### src/rtl/uart_rcvr.sv
// rtl/uart_rcvr.sv - UART receiver with oversampled bit recovery, framing and overrun flags
module uart_rcvr #(
    parameter int WD_SIZE     = 8,
    parameter int OVER_SAMP   = 16,
    parameter int SYNC_STAGES = 2
) (
    input  logic               clk,
    input  logic               rst,
    input  logic               seri_data_i,
    input  logic               read_i,
    output logic [WD_SIZE-1:0] bus_data_o,
    output logic               rcv_valid_o,
    output logic               frm_err_o,
    output logic               ovr_err_o,
    output logic               busy_o
);
    localparam int CW = $clog2(OVER_SAMP);
    localparam int BW = $clog2(WD_SIZE + 1);
    localparam logic [CW-1:0] CNT_MID  = CW'(OVER_SAMP / 2 - 1);
    localparam logic [CW-1:0] CNT_END  = CW'(OVER_SAMP - 1);
    localparam logic [BW-1:0] BIT_LAST = BW'(WD_SIZE - 1);

    typedef enum logic [2:0] {
        S_IDLE,
        S_START,
        S_DATA,
        S_STOP,
        S_BREAK
    } state_t;

    state_t               state;
    state_t               state_nxt;
    logic [SYNC_STAGES-1:0] sync_q;
    logic                 rx_s;
    logic [CW-1:0]        cnt_ovsmp;
    logic [BW-1:0]        bit_cnt;
    logic [WD_SIZE-1:0]   shift_q;
    logic                 take_bit;
    logic                 word_done;
    logic                 frm_hit;

    // Input synchronizer; resets to the idle (high) line level so reset never fakes a start bit
    always_ff @(posedge clk or posedge rst) begin
        if (rst) begin
            sync_q <= '1;
        end else begin
            sync_q <= {sync_q[SYNC_STAGES-2:0], seri_data_i};
        end
    end

    assign rx_s = sync_q[SYNC_STAGES-1];

    // State register
    always_ff @(posedge clk or posedge rst) begin
        if (rst) begin
            state <= S_IDLE;
        end else begin
            state <= state_nxt;
        end
    end

    // Next-state logic: mid-bit sampling, start validation, break hold-off
    always_comb begin
        state_nxt = state;
        case (state)
            S_IDLE: begin
                if (!rx_s) state_nxt = S_START;
            end
            S_START: begin
                if (cnt_ovsmp == CNT_MID) state_nxt = rx_s ? S_IDLE : S_DATA;
            end
            S_DATA: begin
                if (cnt_ovsmp == CNT_END && bit_cnt == BIT_LAST) state_nxt = S_STOP;
            end
            S_STOP: begin
                if (cnt_ovsmp == CNT_END) state_nxt = rx_s ? S_IDLE : S_BREAK;
            end
            S_BREAK: begin
                if (rx_s) state_nxt = S_IDLE;
            end
            default: state_nxt = S_IDLE;
        endcase
    end

    // Output decode: sample strobes and stop-bit outcome
    always_comb begin
        take_bit  = (state == S_DATA) && (cnt_ovsmp == CNT_END);
        word_done = (state == S_STOP) && (cnt_ovsmp == CNT_END) && rx_s;
        frm_hit   = (state == S_STOP) && (cnt_ovsmp == CNT_END) && !rx_s;
    end

    // Oversample counter: restarts on every state change and at each bit boundary
    always_ff @(posedge clk or posedge rst) begin
        if (rst) begin
            cnt_ovsmp <= '0;
        end else if (state_nxt != state || cnt_ovsmp == CNT_END ||
                     state == S_IDLE || state == S_BREAK) begin
            cnt_ovsmp <= '0;
        end else begin
            cnt_ovsmp <= cnt_ovsmp + 1'b1;
        end
    end

    // Bit counter and LSB-first shift register
    always_ff @(posedge clk or posedge rst) begin
        if (rst) begin
            bit_cnt <= '0;
            shift_q <= '0;
        end else begin
            if (state == S_START) begin
                bit_cnt <= '0;
            end else if (take_bit) begin
                bit_cnt <= bit_cnt + 1'b1;
            end
            if (take_bit) begin
                shift_q <= {rx_s, shift_q[WD_SIZE-1:1]};
            end
        end
    end

    // Bus-side registers: word load, sticky valid with read acknowledge, error pulses, busy
    always_ff @(posedge clk or posedge rst) begin
        if (rst) begin
            bus_data_o  <= '0;
            rcv_valid_o <= 1'b0;
            frm_err_o   <= 1'b0;
            ovr_err_o   <= 1'b0;
            busy_o      <= 1'b0;
        end else begin
            frm_err_o <= frm_hit;
            ovr_err_o <= word_done && rcv_valid_o && !read_i;
            busy_o    <= (state_nxt != S_IDLE);
            if (word_done) begin
                bus_data_o  <= shift_q;
                rcv_valid_o <= 1'b1;
            end else if (read_i) begin
                rcv_valid_o <= 1'b0;
            end
        end
    end

endmodule

### config.mk
export PLATFORM = sky130hd
export DESIGN_NAME = uart_rcvr
export DESIGN_NICKNAME = d
export VERILOG_FILES = /design/src/rtl/uart_rcvr.sv
export SDC_FILE = /design/constraint.sdc
export NUM_CORES = 1
export LEC_CHECK = 0
export ABC_AREA = 1
export CAP_MARGIN = 20
export CORE_UTILIZATION = 25
export DETAILED_ROUTE_END_ITERATION = 16
export REMOVE_ABC_BUFFERS = 1
export SYNTH_ARGS = -nofsm -noshare
export SYNTH_HDL_FRONTEND = slang
export SYNTH_SLANG_ARGS = --single-unit
### constraint.sdc
create_clock -name clk -period 1.8 [get_ports clk]
set_clock_uncertainty 0.1 [all_clocks]
set_input_delay 0.18 -clock clk [delete_from_list [all_inputs] [get_ports clk]]
set_output_delay 0.18 -clock clk [all_outputs]
set_load 0.005 [all_outputs]
==> reports/results.txt, run 1 <==
Setup TNS: 0 ns
Area of the multi-input gates: 517 um^2
Yosys reg bits: 33
Worst VDD drop: 255 uV
Post-DP HPWL: 1650 um
Antenna Cells: 0
Final hold vios: 0
Clk Latency, worst-skew pair: 0.28 ns
Unrepaired setup endpoints after global routing: false
H-tree Lvls: 2
Post-CTS Setup Bufs: 0
Outcome: finished, final reports clean
Clk sinks: 33
Vias in the first global route: 987
Inserted Clock Buffers: 5
Slew Viols, Final: 0
Initial antenna violation count: 0
Most instantiated cells after synthesis: 31 x dfrtp_1, 25 x nand2_1, 21 x inv_1
Cells after Synth: 148
First-pass GRT wire length: 4400 um
Cts hold-fix bufs: 0
Final core occ: 31.8%
Dominant cell type by area after synthesis: dfrtp_1
Yosys top cell area share: 53.5%
Post-route ant nets: 0
Power Density: 986 nW/um^2
Clk pin slew, worst setup/hold paths: 0.06 ns
Register area share after synthesis: 57.1%
Die H: 78.2 um
Post-synth EDFFs: 0
Max capacitance violation total: 0
Fin Hold WS: 0.193 ns
Worst Setup End Kind: register
Crit Path Class: reg2reg
CP arrival: 1.64 ns
Drt drc: 0
TritonRoute pass-1 iters: 4
DIE AREA: 6110 um^2
Synth-to-layout area growth: 21.6%
Kind of start point of the critical path: register
Die width: 78.2 um
Post-Route WL: 2350 um
GPL Wtd Cong: 0.729
Gr ovfl total: 0
Primary FF master, synth: dfrtp_1
Avg Inst Size Synth: 9.80 um^2
Starting DRT DRC Count: 80
Count leader, synth: dfrtp_1
Largest net degree at the start of global routing: 34
Yosys cell types: 26
CTS root buf: clkbuf_8
Fraction of layout cells with a size suffix above 1: 18.8%
Cell area after synthesis: 1450 um^2
Part of the cycle the worst path needs: 88.3%
Top Ports: 16
Initial Utilization: 26.2%
Worst slew pin tran: 0.401 ns
Ys async rst share: 100%
Register area: 828 um^2
Core ar.: 5540 um^2
Syn. warnings: 0
DR vias: 971
CTS tree: built
Crit-path max FO: 16
Port Buffers: 15
Leak pwr: 0.777 nW
Post-DR vias/cell: 4.01
Fin cells: 242
FF-to-FF path depth: 7
Synth top area cells: dfrtp_1 53%, nand2_1 6.5%, inv_1 5.4%
Post-DR wirelength/cell: 9.72 um
Cells after DPL: 234
Data required time of the worst path: 1.85 ns
Tot GR Track Use: 9.59%
Hold WC Path Type: in2async
Crit path time final: 1.59 ns
Clk buf depth: 2
Fill cells: 569
Peak Freq: 629 MHz
Final setup vio count: 0
Final #Nets: 175
Slew headroom: 73.3%
# rows: 27
-- routing by layer --
layer | vias up | global-route usage, % | share of wire [%]
met4 | 0 | 5.56 | 3.0
li1 | 506 | - | -
met5 | - | 0 | 0
met3 | 6 | 4.07 | 4.7
met2 | 16 | 14.2 | 42
met1 | 443 | 11.6 | 51
-- logic make-up (layout without fill, tap and decap cells) --
logic type / after synthesis / after routing / share of synthesized area [%]
adder cells (fa/ha/maj): 2 / 2 / 1.73
AO/OA/AOI/OAI: 20 / 20 / 8.89
flip-flops: 33 / 33 / 57.1
AND/OR/NAND/NOR: 65 / 65 / 22.9
XOR/XNOR: 3 / 3 / 1.81
buffers and inverters: 25 / 47 / 7.59
-- critical path, cell delays in order (launching register included) --
cell and delay [ns]:
dfrtp_1 0.38, ha_1 0.25, nand2_2 0.11, nor2_4 0.12
nand2_2 0.12, buf_4 0.22, nand2_1 0.07, o21ai_0 0.09
-- layout make-up --
| cell class | instances | area share [%] |
|---|---|---|
| Sequential cell | 33 | 47.0 |
| Clock buffer | 8 | 4.54 |
| Tap cell | 72 | 5.11 |
| Multi-Input combinational cell | 90 | 29.3 |
| Timing Repair Buffer | 17 | 9.37 |
| Inverter | 22 | 4.68 |
-- what timing repair did --
item,CTS,global route
endpoints found under the setup margin,0,3
gates resized for setup,0,1
endpoints found under the hold margin,0,0
-- placed cells by master (no fill, tap or decap), drive strengths merged, types with 3 or more instances in the layout --
master and instances:
nor3 3, nand3 11, inv 22, o21ai 18
clkbuf 8, nor2 18, nand2 31, clkdlybuf4s50 15
dfrtp 31
-- sequential cells by signal, summed over array words and instances (netlist names) --
signal	count
rcv_valid_o	1
state	3
cnt_ovsmp	4
sync_q	2
frm_err_o	1
shift_q	8
bit_cnt	4
busy_o	1
bus_data_o	8
ovr_err_o	1
-- path summary, 6_finish.rpt --
kind,end,start,slack (ns)
max in group asynchronous,sync_q[1],rst,1.09
worst max-delay path,shift_q[1],cnt_ovsmp[0],0.21
worst min register to register,sync_q[1],sync_q[0],0.26
worst min-delay path,bit_cnt[1],rst,0.19
worst max register to register,shift_q[1],cnt_ovsmp[0],0.21
min in group clk,sync_q[0],seri_data_i,0.20
-- power by group --
part	switching [mW]	total, mW	internal [mW]
logic	0.229	0.363	0.134
clock network	0.242	0.516	0.274
registers	0.0570	0.858	0.801
-- through the flow --
step | instance area [um^2] | worst slack [ns] | power, mW
floorplan | 1420 | 0.318 | 1.14
global route | 1760 | 0.0290 | 1.87
global placement | 1680 | 0.215 | 1.24
finish | 1760 | 0.211 | 1.74
detailed placement | 1680 | 0.164 | 1.24
CTS | 1760 | 0.152 | 1.77
(Power assumes the default switching activity.)
==> run 2: changes to the inputs <==
Settings changed: CORE_MARGIN set to 8, PLACE_DENSITY_LB_ADDON set to 0.08.
==> reports/results.txt, run 2 (synthesis results as in run 1) <==
Tot GR Track Use: 6.91% (was 9.59%)
Commonest non-fill, non-tap cell in the layout: dfrtp_1 (unchanged)
Kind of start point of the critical path: register (unchanged)
Core ar.: 5540 um^2 (unchanged)
Total power: 1.75 mW (was 1.74 mW)
H-tree Lvls: 2 (unchanged)
Slew Viols, Final: 0 (unchanged)
CP max stage delay: 0.38 ns (about the same)
Part of the cycle the worst path needs: 87.7% (was 88.3%)
Final #Nets: 175 (unchanged)
Top Metal Used: met4 (unchanged)
CTS root buf: clkbuf_8 (unchanged)
Synth-to-layout area growth: 21.7% (was 21.6%)
Top Ports: 16 (unchanged)
Crit path time final: 1.58 ns (was 1.59 ns)
Drt drc: 0 (unchanged)
Sequential cell fraction of total power: 48.9% (was 49.4%)
First-pass GRT wire length: 4800 um (was 4400 um)
Post-DP HPWL: 1920 um (was 1650 um)
Post-DR wirelength/cell: 11.0 um (was 9.72 um)
Critical-path cell list: ha_1, nand3_2, nand2_1, nand2_1, nor2_2, nand2_2, nand2_2, nand3_2, nor2_1 (was ha_1, nand2_2, nor2_4, nand2_2, buf_4, nand2_1, o21ai_0)
Die width: 92.2 um (was 78.2 um)
Placed inst area: 1680 um^2 (unchanged)
Combinational share of power: 21.2% (was 20.9%)
P_sw: 545 uW (was 529 uW)
Post-cts resize count: 0 (unchanged)
Post-Place Setup Slack: 0.141 ns (was 0.164 ns)
Cts hold-fix bufs: 0 (unchanged)
Routed wl met2: 1220 um (was 981 um)
DR vias: 978 (was 971)
Inserted Clock Buffers: 5 (unchanged)
Post-DR vias/cell: 4.04 (was 4.01)
Fin cells: 242 (unchanged)
Slew headroom: 71.2% (was 73.3%)
Starting DRT DRC Count: 33 (was 80)
CTS tree: built (unchanged)
Fill cells: 596 (was 569)
Final setup vio count: 0 (unchanged)
Sw Share: 31.1% (was 30.4%)
Worst VDD drop: 258 uV (was 255 uV)
Antenna Cells: 0 (unchanged)
Die H: 92.2 um (was 78.2 um)
Peak Freq: 633 MHz (was 629 MHz)
Worst Setup End Kind: register (unchanged)
Initial antenna violation count: 0 (unchanged)
Post-Route WL: 2670 um (was 2350 um)
Crit-path max FO: 4 (was 16)
Post-CTS Setup Bufs: 0 (unchanged)
Fraction of layout cells with a size suffix above 1: 19.4% (was 18.8%)
Clk buf depth: 2 (unchanged)
Leak pwr: 0.780 nW (was 0.777 nW)
Unrepaired setup endpoints after global routing: false (unchanged)
Power Density: 992 nW/um^2 (was 986 nW/um^2)
Clk Latency, worst-skew pair: 0.28 ns (about the same)
DIE AREA: 8490 um^2 (was 6110 um^2)
Post-route ant nets: 0 (unchanged)
Worst path top cell family by delay: simple AND/OR/NAND/NOR gates (unchanged)
Gr ovfl total: 0 (unchanged)
Largest registers: bus_data_o: 8 flops, shift_q: 8 flops (unchanged)
Setup TNS: 0 ns (unchanged)
TritonRoute pass-1 iters: 4 (unchanged)
# rows: 27 (unchanged)
Cell area after layout: 1760 um^2 (about the same)
Cells after DPL: 234 (unchanged)
CP bufs+invs: 0 (was 1)
Clk sinks: 33 (unchanged)
Clock power frac: 29.9% (was 29.7%)
Max capacitance violation total: 0 (unchanged)
Slowest cell on crit path: dfrtp_1 (unchanged)
Clk pin slew, worst setup/hold paths: 0.07 ns (was 0.06 ns)
Pint: 1.21 mW (about the same)
Hold WC Path Type: in2async (unchanged)
Port Buffers: 15 (unchanged)
Wl on met1: 1280 um (was 1190 um)
Crit Path Class: reg2reg (unchanged)
Largest net degree at the start of global routing: 34 (unchanged)
Fin Hold WS: 0.197 ns (was 0.193 ns)
Data required time of the worst path: 1.92 ns (was 1.85 ns)
Final worst setup slack: 0.221 ns (was 0.211 ns)
CP arrival: 1.70 ns (was 1.64 ns)
DR WL met3: 113 um (was 110 um)
Initial Utilization: 26.2% (unchanged)
Final core occ: 31.8% (about the same)
Outcome: finished, final reports clean (unchanged)
Final hold vios: 0 (unchanged)
Worst slew pin tran: 0.432 ns (was 0.401 ns)
Vias in the first global route: 1,064 (was 987)
GPL Wtd Cong: 0.718 (was 0.729)
Most frequent cells in the layout: 31 x dfrtp_1, 25 x nand2_1, 21 x inv_1, 15 x clkdlybuf4s50_1, 13 x nor2_1 (unchanged)
run 2: changes by cell type in the layout (fill, tap and decap cells not counted), sizes merged:
| cell | previous run | this run |
|---|---|---|
| clkbuf | 8 | 7 |
| clkinv | 0 | 1 |
run 2: worst reg2reg max path: stages (launching register included):
cell	delay (ns)
dfrtp_1	0.38
ha_1	0.24
nand3_2	0.14
nand2_1	0.13
nand2_1	0.07
nor2_2	0.11
nand2_2	0.09
nand2_2	0.06
nand3_2	0.09
nor2_1	0.10
run 2: worst paths after layout:
| kind | slack (ns) | startpoint | cells after the start | end |
|---|---|---|---|---|
| setup / recovery | 0.22 | cnt_ovsmp[0] | 9 | cnt_ovsmp[1] |
| hold / removal | 0.20 | rst | 3 | bit_cnt[1] |
| setup reg to reg | 0.22 | cnt_ovsmp[0] | 9 | cnt_ovsmp[1] |
| hold reg to reg | 0.26 | sync_q[0] | 0 | sync_q[1] |
| max in group asynchronous | 1.06 | rst | 3 | sync_q[1] |
| min in group clk | 0.22 | seri_data_i | 1 | sync_q[0] |
run 2: layout make-up:
cell class / count / area (um^2) / area share (%)
flip-flops and latches: 33 / 828 / 47.0
multi-input cells: 90 / 517 / 29.3
repair buffers: 17 / 165 / 9.36
well taps: 72 / 90.1 / 5.11
inverters: 22 / 82.6 / 4.68
clock buffers: 7 / 76.3 / 4.33
clock inverters: 1 / 5.00 / 0.284
run 2: routing by layer:
metal | up-vias | track usage, %
li1 | 508 | -
met1 | 454 | 8.07
met2 | 11 | 11.1
met3 | 5 | 2.44
met4 | 0 | 3.22
met5 | - | 0
run 2: power groups by stage:
stage / clock network (mW) / logic, mW / registers [mW]
2_1_floorplan: 0 / 0.282 / 0.858
3_3_place_gp: 0 / 0.382 / 0.865
6_report: 0.523 / 0.371 / 0.856
3_5_place_dp: 0 / 0.382 / 0.868
4_1_cts: 0.556 / 0.382 / 0.854
5_1_grt: 0.579 / 0.443 / 0.862
